## config.mk

```make
export PLATFORM = sky130hd
export DESIGN_NAME = multicycle_controller
export DESIGN_NICKNAME = d
export VERILOG_FILES = /design/src/rtl/ctrl_pkg.sv /design/src/rtl/alu_decoder.sv /design/src/rtl/multicycle_controller.sv
export SDC_FILE = /design/constraint.sdc
export NUM_CORES = 1
export LEC_CHECK = 0
export CAP_MARGIN = 10
export CELL_PAD_IN_SITES_DETAIL_PLACEMENT = 0
export CELL_PAD_IN_SITES_GLOBAL_PLACEMENT = 2
export CORE_UTILIZATION = 30
export CTS_CLUSTER_DIAMETER = 150
export DETAILED_ROUTE_END_ITERATION = 8
export PLACE_DENSITY_LB_ADDON = 0.1
export REMOVE_ABC_BUFFERS = 1
export SYNTH_ARGS = -nofsm -noshare
export SYNTH_HDL_FRONTEND = slang
export SYNTH_SLANG_ARGS = --single-unit
```

## constraint.sdc

```tcl
create_clock -name clk -period 2.62 [get_ports clk]
set_input_delay 0.524 -clock clk [delete_from_list [all_inputs] [get_ports clk]]
set_output_delay 0.524 -clock clk [all_outputs]
set_load 0.005 [all_outputs]
```

## src/rtl/ctrl_pkg.sv

```systemverilog
// Shared encodings for the multicycle RV32I controller: states, ALU ops,
// opcodes and datapath select values.
package ctrl_pkg;

  typedef enum logic [3:0] {
    FETCH     = 4'd0,
    DECODE    = 4'd1,
    MEMADR    = 4'd2,
    MEMREAD   = 4'd3,
    MEMWB     = 4'd4,
    MEMWRITE  = 4'd5,
    EXECUTE_R = 4'd6,
    EXECUTE_I = 4'd7,
    ALUWB     = 4'd8,
    BRANCH    = 4'd9,
    JAL       = 4'd10
  } state_t;

  localparam logic [2:0] ALU_ADD = 3'b000;
  localparam logic [2:0] ALU_SLL = 3'b001;
  localparam logic [2:0] ALU_SUB = 3'b010;
  localparam logic [2:0] ALU_XOR = 3'b100;
  localparam logic [2:0] ALU_SRL = 3'b101;
  localparam logic [2:0] ALU_OR  = 3'b110;
  localparam logic [2:0] ALU_AND = 3'b111;

  localparam logic [6:0] OP_LW  = 7'b0000011;
  localparam logic [6:0] OP_SW  = 7'b0100011;
  localparam logic [6:0] OP_R   = 7'b0110011;
  localparam logic [6:0] OP_I   = 7'b0010011;
  localparam logic [6:0] OP_BR  = 7'b1100011;
  localparam logic [6:0] OP_JAL = 7'b1101111;

  localparam logic [1:0] RES_ALUOUT    = 2'b00;
  localparam logic [1:0] RES_MEMDATA   = 2'b01;
  localparam logic [1:0] RES_ALURESULT = 2'b10;

  localparam logic [1:0] SRCA_PC    = 2'b00;
  localparam logic [1:0] SRCA_OLDPC = 2'b01;
  localparam logic [1:0] SRCA_RS1   = 2'b10;

  localparam logic [1:0] SRCB_RS2  = 2'b00;
  localparam logic [1:0] SRCB_IMM  = 2'b01;
  localparam logic [1:0] SRCB_FOUR = 2'b10;

  localparam logic [1:0] IMM_I = 2'b00;
  localparam logic [1:0] IMM_S = 2'b01;
  localparam logic [1:0] IMM_B = 2'b10;
  localparam logic [1:0] IMM_J = 2'b11;

  function automatic logic [1:0] imm_sel(input logic [6:0] op);
    case (op)
      OP_SW:   return IMM_S;
      OP_BR:   return IMM_B;
      OP_JAL:  return IMM_J;
      default: return IMM_I;
    endcase
  endfunction

endpackage

```

## src/rtl/alu_decoder.sv

```systemverilog
// funct3/funct7b5 to ALU operation decode for R- and I-type arithmetic,
// flagging encodings the ALU does not implement (slt*, sra*, odd f7 uses).
module alu_decoder
  import ctrl_pkg::*;
(
  input  logic [2:0] funct3,
  input  logic       funct7b5,
  input  logic       isRtype,
  output logic [2:0] aluControl,
  output logic       legal
);

  // For I-type, bit 30 is immediate data except on shifts.
  logic f7_r;
  assign f7_r = isRtype & funct7b5;

  always_comb begin
    aluControl = ALU_ADD;
    legal      = 1'b1;
    case (funct3)
      3'b000: aluControl = f7_r ? ALU_SUB : ALU_ADD;
      3'b001: begin aluControl = ALU_SLL; legal = !funct7b5; end
      3'b100: begin aluControl = ALU_XOR; legal = !f7_r; end
      3'b101: begin aluControl = ALU_SRL; legal = !funct7b5; end
      3'b110: begin aluControl = ALU_OR;  legal = !f7_r; end
      3'b111: begin aluControl = ALU_AND; legal = !f7_r; end
      default: legal = 1'b0;
    endcase
  end

endmodule

```

## src/rtl/multicycle_controller.sv

```systemverilog
// Multicycle RV32I control FSM: sequences fetch/decode/execute, resolves
// branches from ALU flags and counts retired instructions.
//
// state     | meaning
// FETCH     | read instr at PC, PC <- PC+4
// DECODE    | aluOut <- oldPC+imm, legality check
// MEMADR    | aluOut <- rs1+imm
// MEMREAD   | read data memory at aluOut
// MEMWB     | rd <- memData (lw retires)
// MEMWRITE  | write data memory at aluOut (sw retires)
// EXECUTE_R | rs1 op rs2
// EXECUTE_I | rs1 op imm
// ALUWB     | rd <- aluOut (R/I/jal retire)
// BRANCH    | compare rs1-rs2, PC <- target if taken (retires)
// JAL       | PC <- target, aluOut <- oldPC+4
module multicycle_controller
  import ctrl_pkg::*;
#(
  parameter int INSTRET_W = 32
) (
  input  logic                 clk,
  input  logic                 rst_n,
  input  logic [6:0]           opcode,
  input  logic [2:0]           funct3,
  input  logic                 funct7b5,
  input  logic                 zero,
  input  logic                 sign,
  output logic                 pcWrite,
  output logic                 adrSrc,
  output logic                 memWrite,
  output logic                 irWrite,
  output logic [1:0]           resultSrc,
  output logic [1:0]           aluSrcA,
  output logic [1:0]           aluSrcB,
  output logic [2:0]           aluControl,
  output logic [1:0]           immSrc,
  output logic                 regWrite,
  output logic                 illegal,
  output logic [INSTRET_W-1:0] instret
);

  state_t state, state_nxt;
  logic [2:0] dec_op;
  logic       dec_legal, is_rtype, taken;
  logic       pc_we, mem_we, ir_we, reg_we, ill_c;

  assign is_rtype = (opcode == OP_R);

  alu_decoder u_alu_decoder (
    .funct3     (funct3),
    .funct7b5   (funct7b5),
    .isRtype    (is_rtype),
    .aluControl (dec_op),
    .legal      (dec_legal)
  );

  always_comb begin
    case (funct3)
      3'b000:  taken = zero;
      3'b001:  taken = !zero;
      3'b100:  taken = sign;
      3'b101:  taken = !sign;
      default: taken = 1'b0;
    endcase
  end

  always_ff @(posedge clk or negedge rst_n) begin
    if (!rst_n) state <= FETCH;
    else        state <= state_nxt;
  end

  always_comb begin
    state_nxt  = state;
    pc_we      = 1'b0;
    mem_we     = 1'b0;
    ir_we      = 1'b0;
    reg_we     = 1'b0;
    ill_c      = 1'b0;
    adrSrc     = 1'b0;
    resultSrc  = RES_ALUOUT;
    aluSrcA    = SRCA_PC;
    aluSrcB    = SRCB_RS2;
    aluControl = ALU_ADD;
    case (state)
      FETCH: begin
        ir_we     = 1'b1;
        pc_we     = 1'b1;
        aluSrcB   = SRCB_FOUR;
        resultSrc = RES_ALURESULT;
        state_nxt = DECODE;
      end
      DECODE: begin
        aluSrcA   = SRCA_OLDPC;
        aluSrcB   = SRCB_IMM;
        ill_c     = 1'b1;
        state_nxt = FETCH;
        case (opcode)
          OP_LW, OP_SW:
            if (funct3 == 3'b010) begin ill_c = 1'b0; state_nxt = MEMADR; end
          OP_R:
            if (dec_legal) begin ill_c = 1'b0; state_nxt = EXECUTE_R; end
          OP_I:
            if (dec_legal) begin ill_c = 1'b0; state_nxt = EXECUTE_I; end
          OP_BR:
            if (funct3 inside {3'b000, 3'b001, 3'b100, 3'b101}) begin
              ill_c = 1'b0; state_nxt = BRANCH;
            end
          OP_JAL: begin ill_c = 1'b0; state_nxt = JAL; end
          default: ;
        endcase
      end
      MEMADR: begin
        aluSrcA   = SRCA_RS1;
        aluSrcB   = SRCB_IMM;
        state_nxt = (opcode == OP_LW) ? MEMREAD : MEMWRITE;
      end
      MEMREAD: begin
        adrSrc    = 1'b1;
        state_nxt = MEMWB;
      end
      MEMWB: begin
        resultSrc = RES_MEMDATA;
        reg_we    = 1'b1;
        state_nxt = FETCH;
      end
      MEMWRITE: begin
        adrSrc    = 1'b1;
        mem_we    = 1'b1;
        state_nxt = FETCH;
      end
      EXECUTE_R: begin
        aluSrcA    = SRCA_RS1;
        aluControl = dec_op;
        state_nxt  = ALUWB;
      end
      EXECUTE_I: begin
        aluSrcA    = SRCA_RS1;
        aluSrcB    = SRCB_IMM;
        aluControl = dec_op;
        state_nxt  = ALUWB;
      end
      ALUWB: begin
        reg_we    = 1'b1;
        state_nxt = FETCH;
      end
      BRANCH: begin
        aluSrcA    = SRCA_RS1;
        aluControl = ALU_SUB;
        pc_we      = taken;
        state_nxt  = FETCH;
      end
      JAL: begin
        aluSrcA   = SRCA_OLDPC;
        aluSrcB   = SRCB_FOUR;
        pc_we     = 1'b1;
        state_nxt = ALUWB;
      end
      default: state_nxt = FETCH;
    endcase
  end

  // Reset holds state at FETCH, whose enables are active; mask them here.
  assign pcWrite  = pc_we  & rst_n;
  assign memWrite = mem_we & rst_n;
  assign irWrite  = ir_we  & rst_n;
  assign regWrite = reg_we & rst_n;
  assign illegal  = ill_c  & rst_n;
  assign immSrc   = imm_sel(opcode);

  always_ff @(posedge clk or negedge rst_n) begin
    if (!rst_n)
      instret <= '0;
    else if (state inside {MEMWB, MEMWRITE, ALUWB, BRANCH})
      instret <= instret + INSTRET_W'(1);
  end

endmodule

```

**Word-level counts from Yosys, hierarchy flattened**

Index checks and enable logic that the tools add are counted.
Widths: inputs -> output; s select.

- Bits in registers: 36
- Input bits: 15
- Output and inout bits: 49

- $add $sub $neg: 1
- Equality and inequality tests: 22
- Mux-type cells: 26
- Bitwise gates (word level): 6
- Reduce and logical (&&, ||, !) cells: 20

Operator list:

| kind | count |
|---|---|
| $pmux 4 s5 | 2 |
| $add 32x1->32 const B | 1 |
| $pmux 3 s6 | 1 |
| $eq 4x3->1 const B | 4 |
| $reduce_or 2->1 | 8 |
| $eq 7x6->1 const B | 2 |
| $eq 7x7->1 const B | 2 |
| $eq 3x3->1 const B | 4 |
| $eq 4x4->1 const B | 3 |
| $pmux 2 s2 | 3 |
| $mux 3 | 3 |
| $reduce_or 3->1 | 3 |
| $eq 4x2->1 const B | 2 |
| $mux 1 | 8 |
| $pmux 1 s4 | 2 |
| $reduce_bool 4->1 | 2 |
| $eq 7x2->1 const B | 1 |
| $eq 7x5->1 const B | 1 |
| $and 1x1->1 | 6 |
| $pmux 2 s3 | 1 |
| $pmux 3 s2 | 1 |
| $eq 4x1->1 const B | 1 |
| $logic_not 1->1 | 4 |
| $logic_not 4->1 | 1 |
| 8 further kinds | 9 |

**Depth between registers and ports, before layout**

- Depth after elaboration: 8
- Gate-level depth with buffers: 6
- Mapped depth without buffers: 6

**Modules after synthesis**

A second synthesis with hierarchy kept.

- Cells, all modules: 227
- Area, all modules: 2080.7 sq um

By module, submodules not included:

| module | instances | cells an instance | area each (sq um) |
|---|---|---|---|
| multicycle_controller | 1 | 216 | 2026.9 |
| alu_decoder | 1 | 11 | 53.8 |

**Worst setup path after synthesis**

OpenSTA, ideal clock, no wires.

- Kind: input-to-output
- Start: input funct3[2]
- End: output pcWrite
- Data arrival time: 1275 ps
- Required time: 2096 ps
- Slack: 821 ps
- Cell stages on the path: 4
- Cells stage by stage: mux2i_1 xor2_1 o32a_1 nor3b_1

- Cells in the longest elaborated chain, start to end: 4
- Elaborated cells on any way between the ends: 7
- Those cells by class: eq/ne (3); mux (2); bitwise (1); reduce/logical (1)

Ends and longest elaborated chain:

| element | line | text |
|---|---|---|
| start, declared | multicycle_controller.sv:24 | `input logic [2:0] funct3,` |
| $eq 3x3->1, or another cell as far along | multicycle_controller.sv:58 | `case (funct3)` |
| $pmux 1 s4 * | multicycle_controller.sv:58 |  |
| $pmux 1 s2 * | multicycle_controller.sv:84 | `case (state)` |
| $and 1x1->1 * | multicycle_controller.sv:163 | `assign pcWrite = pc_we & rst_n;` |
| end, declared | multicycle_controller.sv:28 | `output logic pcWrite,` |

Mark *: on every way between the ends. The rest lies on a longest branch, timed or not.

**Worst setup path in the final report**

- Start: input opcode[3]
- End: output illegal

- Cells in the longest elaborated chain, start to end: 8
- Elaborated cells on any way between the ends: 15
- Those cells by class: eq/ne (6); mux (4); bitwise (2); reduce/logical (3)

Ends and longest elaborated chain:

| element | line | text |
|---|---|---|
| start, declared | multicycle_controller.sv:23 | `input logic [6:0] opcode,` |
| $eq 7x6->1 | multicycle_controller.sv:47, multicycle_controller.sv:97 |  |
| $and 1x1->1 | alu_decoder.sv:15 | `assign f7_r = isRtype & funct7b5;` |
| $logic_not 1->1 | alu_decoder.sv:23, alu_decoder.sv:25, alu_decoder.sv:26 |  |
| $pmux 1 s3 | alu_decoder.sv:20 | `case (funct3)` |
| $mux 1 | multicycle_controller.sv:101, multicycle_controller.sv:103 |  |
| $pmux 1 s4 * | multicycle_controller.sv:97 | `case (opcode)` |
| $mux 1 * | multicycle_controller.sv:84 |  |
| $and 1x1->1 * | multicycle_controller.sv:167 | `assign illegal = ill_c & rst_n;` |
| end, declared | multicycle_controller.sv:38 | `output logic illegal,` |

Marked as above.

==> run_results.csv <==
group,metric,value,unit
run_status,status,"complete, no violations",
placement,dp_cells,385,
die,start_util,30.9,%
timing,rsz0062_at_grt,"no",
worst_setup_path,startpoint_type,"input port",
final_layout,finish.utilization,46.5,%
route,drt_iter0_markers,53,
timing,fmax,0.387,GHz
placement,place_ws,-0.252,ns
timing,final_hold_viol_count,0,
final_layout,antenna_cells,0,
final_layout,final_nets,330,
synth,seq_area_frac_synth,43.1,%
die,core,6760,um2
synth,ys.flop_type,"dfrtp_1",
timing,slew_headroom,75.6,%
worst_setup_path,crit_path_top_delay_cell,"clkdlybuf4s50_1",
timing,finClkSkew,0.00576,ns
die,dieHeight,85.4,um
timing,layout_setup_ws,0.0356,ns
synth,synth_top_area_share,43.1,%
timing,setup_viol,0,
synth,yosysMostFrequentCell,"dfrtp_1",
global_route,grt_pass1_wl,8630,um
pwr,seq_power_share,47.5,%
die,die_area,7300,um2
worst_setup_path,critPathRequiredTime,2.10,ns
timing,hold_slack,0.121,ns
clocking,clk_pin_slew,0.08,ns
timing,fin_crit_sh,98.6,%
route,antenna_left,0,
clocking,clkLatencyLatePin,0.28,ns
worst_setup_path,r2r-end,"instret[29]$_DFFE_PN0P_",
die,io_pins,64,
clocking,clockBufferDepth,2,
clocking,cts_tree,"yes",
clocking,numCtsBuffers,5,
clocking,clock_sinks,36,
worst_setup_path,crit_path_end_kind,"output pin",
synth,synth_area_leaders,"dfrtp_1 (43%), xnor2_1 (10%), nand2_1 (4.9%), xor2_1 (4.6%), nor2_1 (3.8%)",
synth,yosys.cell_types.count,48,
worst_setup_path,r2r_slack,0.68,ns
die,rows,30,
worst_setup_path,reg2reg_depth,7,
pwr,p_per_area,387,nW/um2
global_route,first_global_vias,1825,
final_layout,seqCellArea,902,um2
global_route,overflow,0,
placement,gp_congestion,0.741,
worst_setup_path,crit_fanout,4,
global_route,antenna_found_initial,0,
placement,hpwlAfterDp,3890,um
clocking,cts_hold_buf,0,
min_path,hold_class,"in -> async",
final_layout,final_cells,395,
final_layout,multi_input_area,1180,um2
pwr,p_clk_share,34.6,%
final_layout,drive_gt1_share,17.5,%
pwr,comb_power_share,17.9,%
timing,maxSlewViolCount,0,
route,drtPass1Iterations,4,
worst_setup_path,critical-path-max-stage-delay,0.42,ns
pwr,p_switching,0.313,mW
synth,synth_seq_cells,36,
global_route,grt_max_degree,30,
clocking,cts_root_buf,"clkbuf_8",
synth,synthCells,220,
worst_setup_path,critPathCapture,"illegal",
synth,synth_edf_count,0,
final_layout,fill_cells,673,
flow_run,max-cap-violations,0,
die,die-width,85.4,um
route,drc,0,
timing,min_period,2.58,ns
route,vias_per_cell,4.82,
final_layout,syn_to_final_growth,50.5,%
clocking,h-tree-depth,2,
worst_setup_path,rr_startpoint,"state[3]$_DFF_PN0_",
synth,ys_async_sr_fraction,100,%
worst_setup_path,cp-startpoint,"opcode[3]",
pwr,max-vdd-ir-drop,0.234,mV
synth,yosys-top-cells-count,"dfrtp_1 (36), nand2_1 (27), xnor2_1 (24)",
synth,synth_area,2090,um2
route,wire_per_inst,13.0,um
timing,setup_tns,0,ns
synth,synth.largest_area_cell,"dfrtp_1",
pwr,total_power,1.22,mW
synth,synth_area_per_cell,9.49,um2
route,vias,1904,
global_route,gr-usage-all-layers,14.9,%
placement,place_area,3000,um2
worst_setup_path,crit_type,"in -> out",
timing,tightest_slew,0.363,ns
worst_setup_path,path_cells,"clkdlybuf4s50_1 -> nand4bb_1 -> buf_4 -> o32ai_1 -> a21oi_1 -> dlygate4sd2_1",
pwr,cellLeakagePower,1.39,nW
worst_setup_path,cp.arrival,2.06,ns
route,finalWirelength,5120,um
final_layout,finalInstanceArea,3140,um2
pwr,swShare,25.8,%
placement,portBuffers,63,
synth,synth_warnings,0,
pwr,power.internal,0.904,mW
## state kept, by name, summed over array words and instances, names as in the netlist
| name | count |
|---|---|
| state | 4 |
| instret | 32 |
## area by class of cell
| type | count | area share (%) |
|---|---|---|
| Clock buffer | 6 | 2.63 |
| Sequential cell | 36 | 28.7 |
| Timing Repair Buffer | 93 | 27.1 |
| Clock inverter | 2 | 0.438 |
| Multi-Input combinational cell | 174 | 37.5 |
| Inverter | 4 | 0.478 |
| Tap cell | 80 | 3.18 |
## worst min-delay path by stage
stage	startpoint	slack, ns	endpoint	cells past startpoint
2_1_floorplan	rst_n	0.23	instret[0]$_DFFE_PN0P_	0
3_3_place_gp	rst_n	0.43	state[3]$_DFF_PN0_	1
3_5_place_dp	rst_n	0.43	state[3]$_DFF_PN0_	1
4_1_cts	rst_n	0.11	state[3]$_DFF_PN0_	1
5_1_grt	rst_n	0.12	instret[2]$_DFFE_PN0P_	1
6_report	rst_n	0.12	instret[2]$_DFFE_PN0P_	1
## worst max-delay path, delay by kind of cell
| family | cells | cell delay (ns) |
|---|---|---|
| AO/OA/AOI/OAI | 2 | 0.38 |
| buffers and inverters | 3 | 0.89 |
| AND/OR/NAND/NOR | 1 | 0.26 |
## power by group through the flow
stage	sequential, mW	combinational, mW	clock, mW
floorplan	0.594	0.0681	0
global placement	0.589	0.217	0
detailed placement	0.589	0.215	0
CTS	0.578	0.217	0.439
global route	0.581	0.242	0.462
finish	0.578	0.218	0.421
## logic make-up after synthesis
group / Yosys count / share of synthesized area (%)
buffers and inverters: 10 / 1.86
adder cells (fa/ha/maj): 1 / 0.599
XOR/XNOR: 36 / 15.5
AO/OA/AOI/OAI: 21 / 7.31
multiplexers: 2 / 1.02
flip-flops: 36 / 43.1
AND/OR/NAND/NOR: 114 / 30.6
## layout by cell type (no fill, tap or decap), drive strengths merged, types with 6 or more instances in the layout
master / synthesis / layout
buf: 2 / 31
clkbuf: 4 / 6
clkdlybuf4s50: 0 / 56
dfrtp: 36 / 36
nand2: 28 / 28
nand2b: 6 / 6
nand3: 13 / 13
nand4: 8 / 8
nor2: 21 / 21
nor3: 7 / 7
xnor2: 24 / 24
xor2: 12 / 12
## repair_timing
action                                  in CTS  in global routing
endpoints found under the hold margin        0                  0
endpoints found under the setup margin       4                  4
setup buffers                                1                  1
pin swaps                                    1                  2
resized for setup                           11                  5
## metal layers
metal | GRT usage, % | wire, um
met5 | 0 | 0
met4 | 4.09 | 42
met3 | 3.02 | 197
met2 | 23.1 | 2310
met1 | 21.0 | 2570
Power figures use the tool's default switching activity.
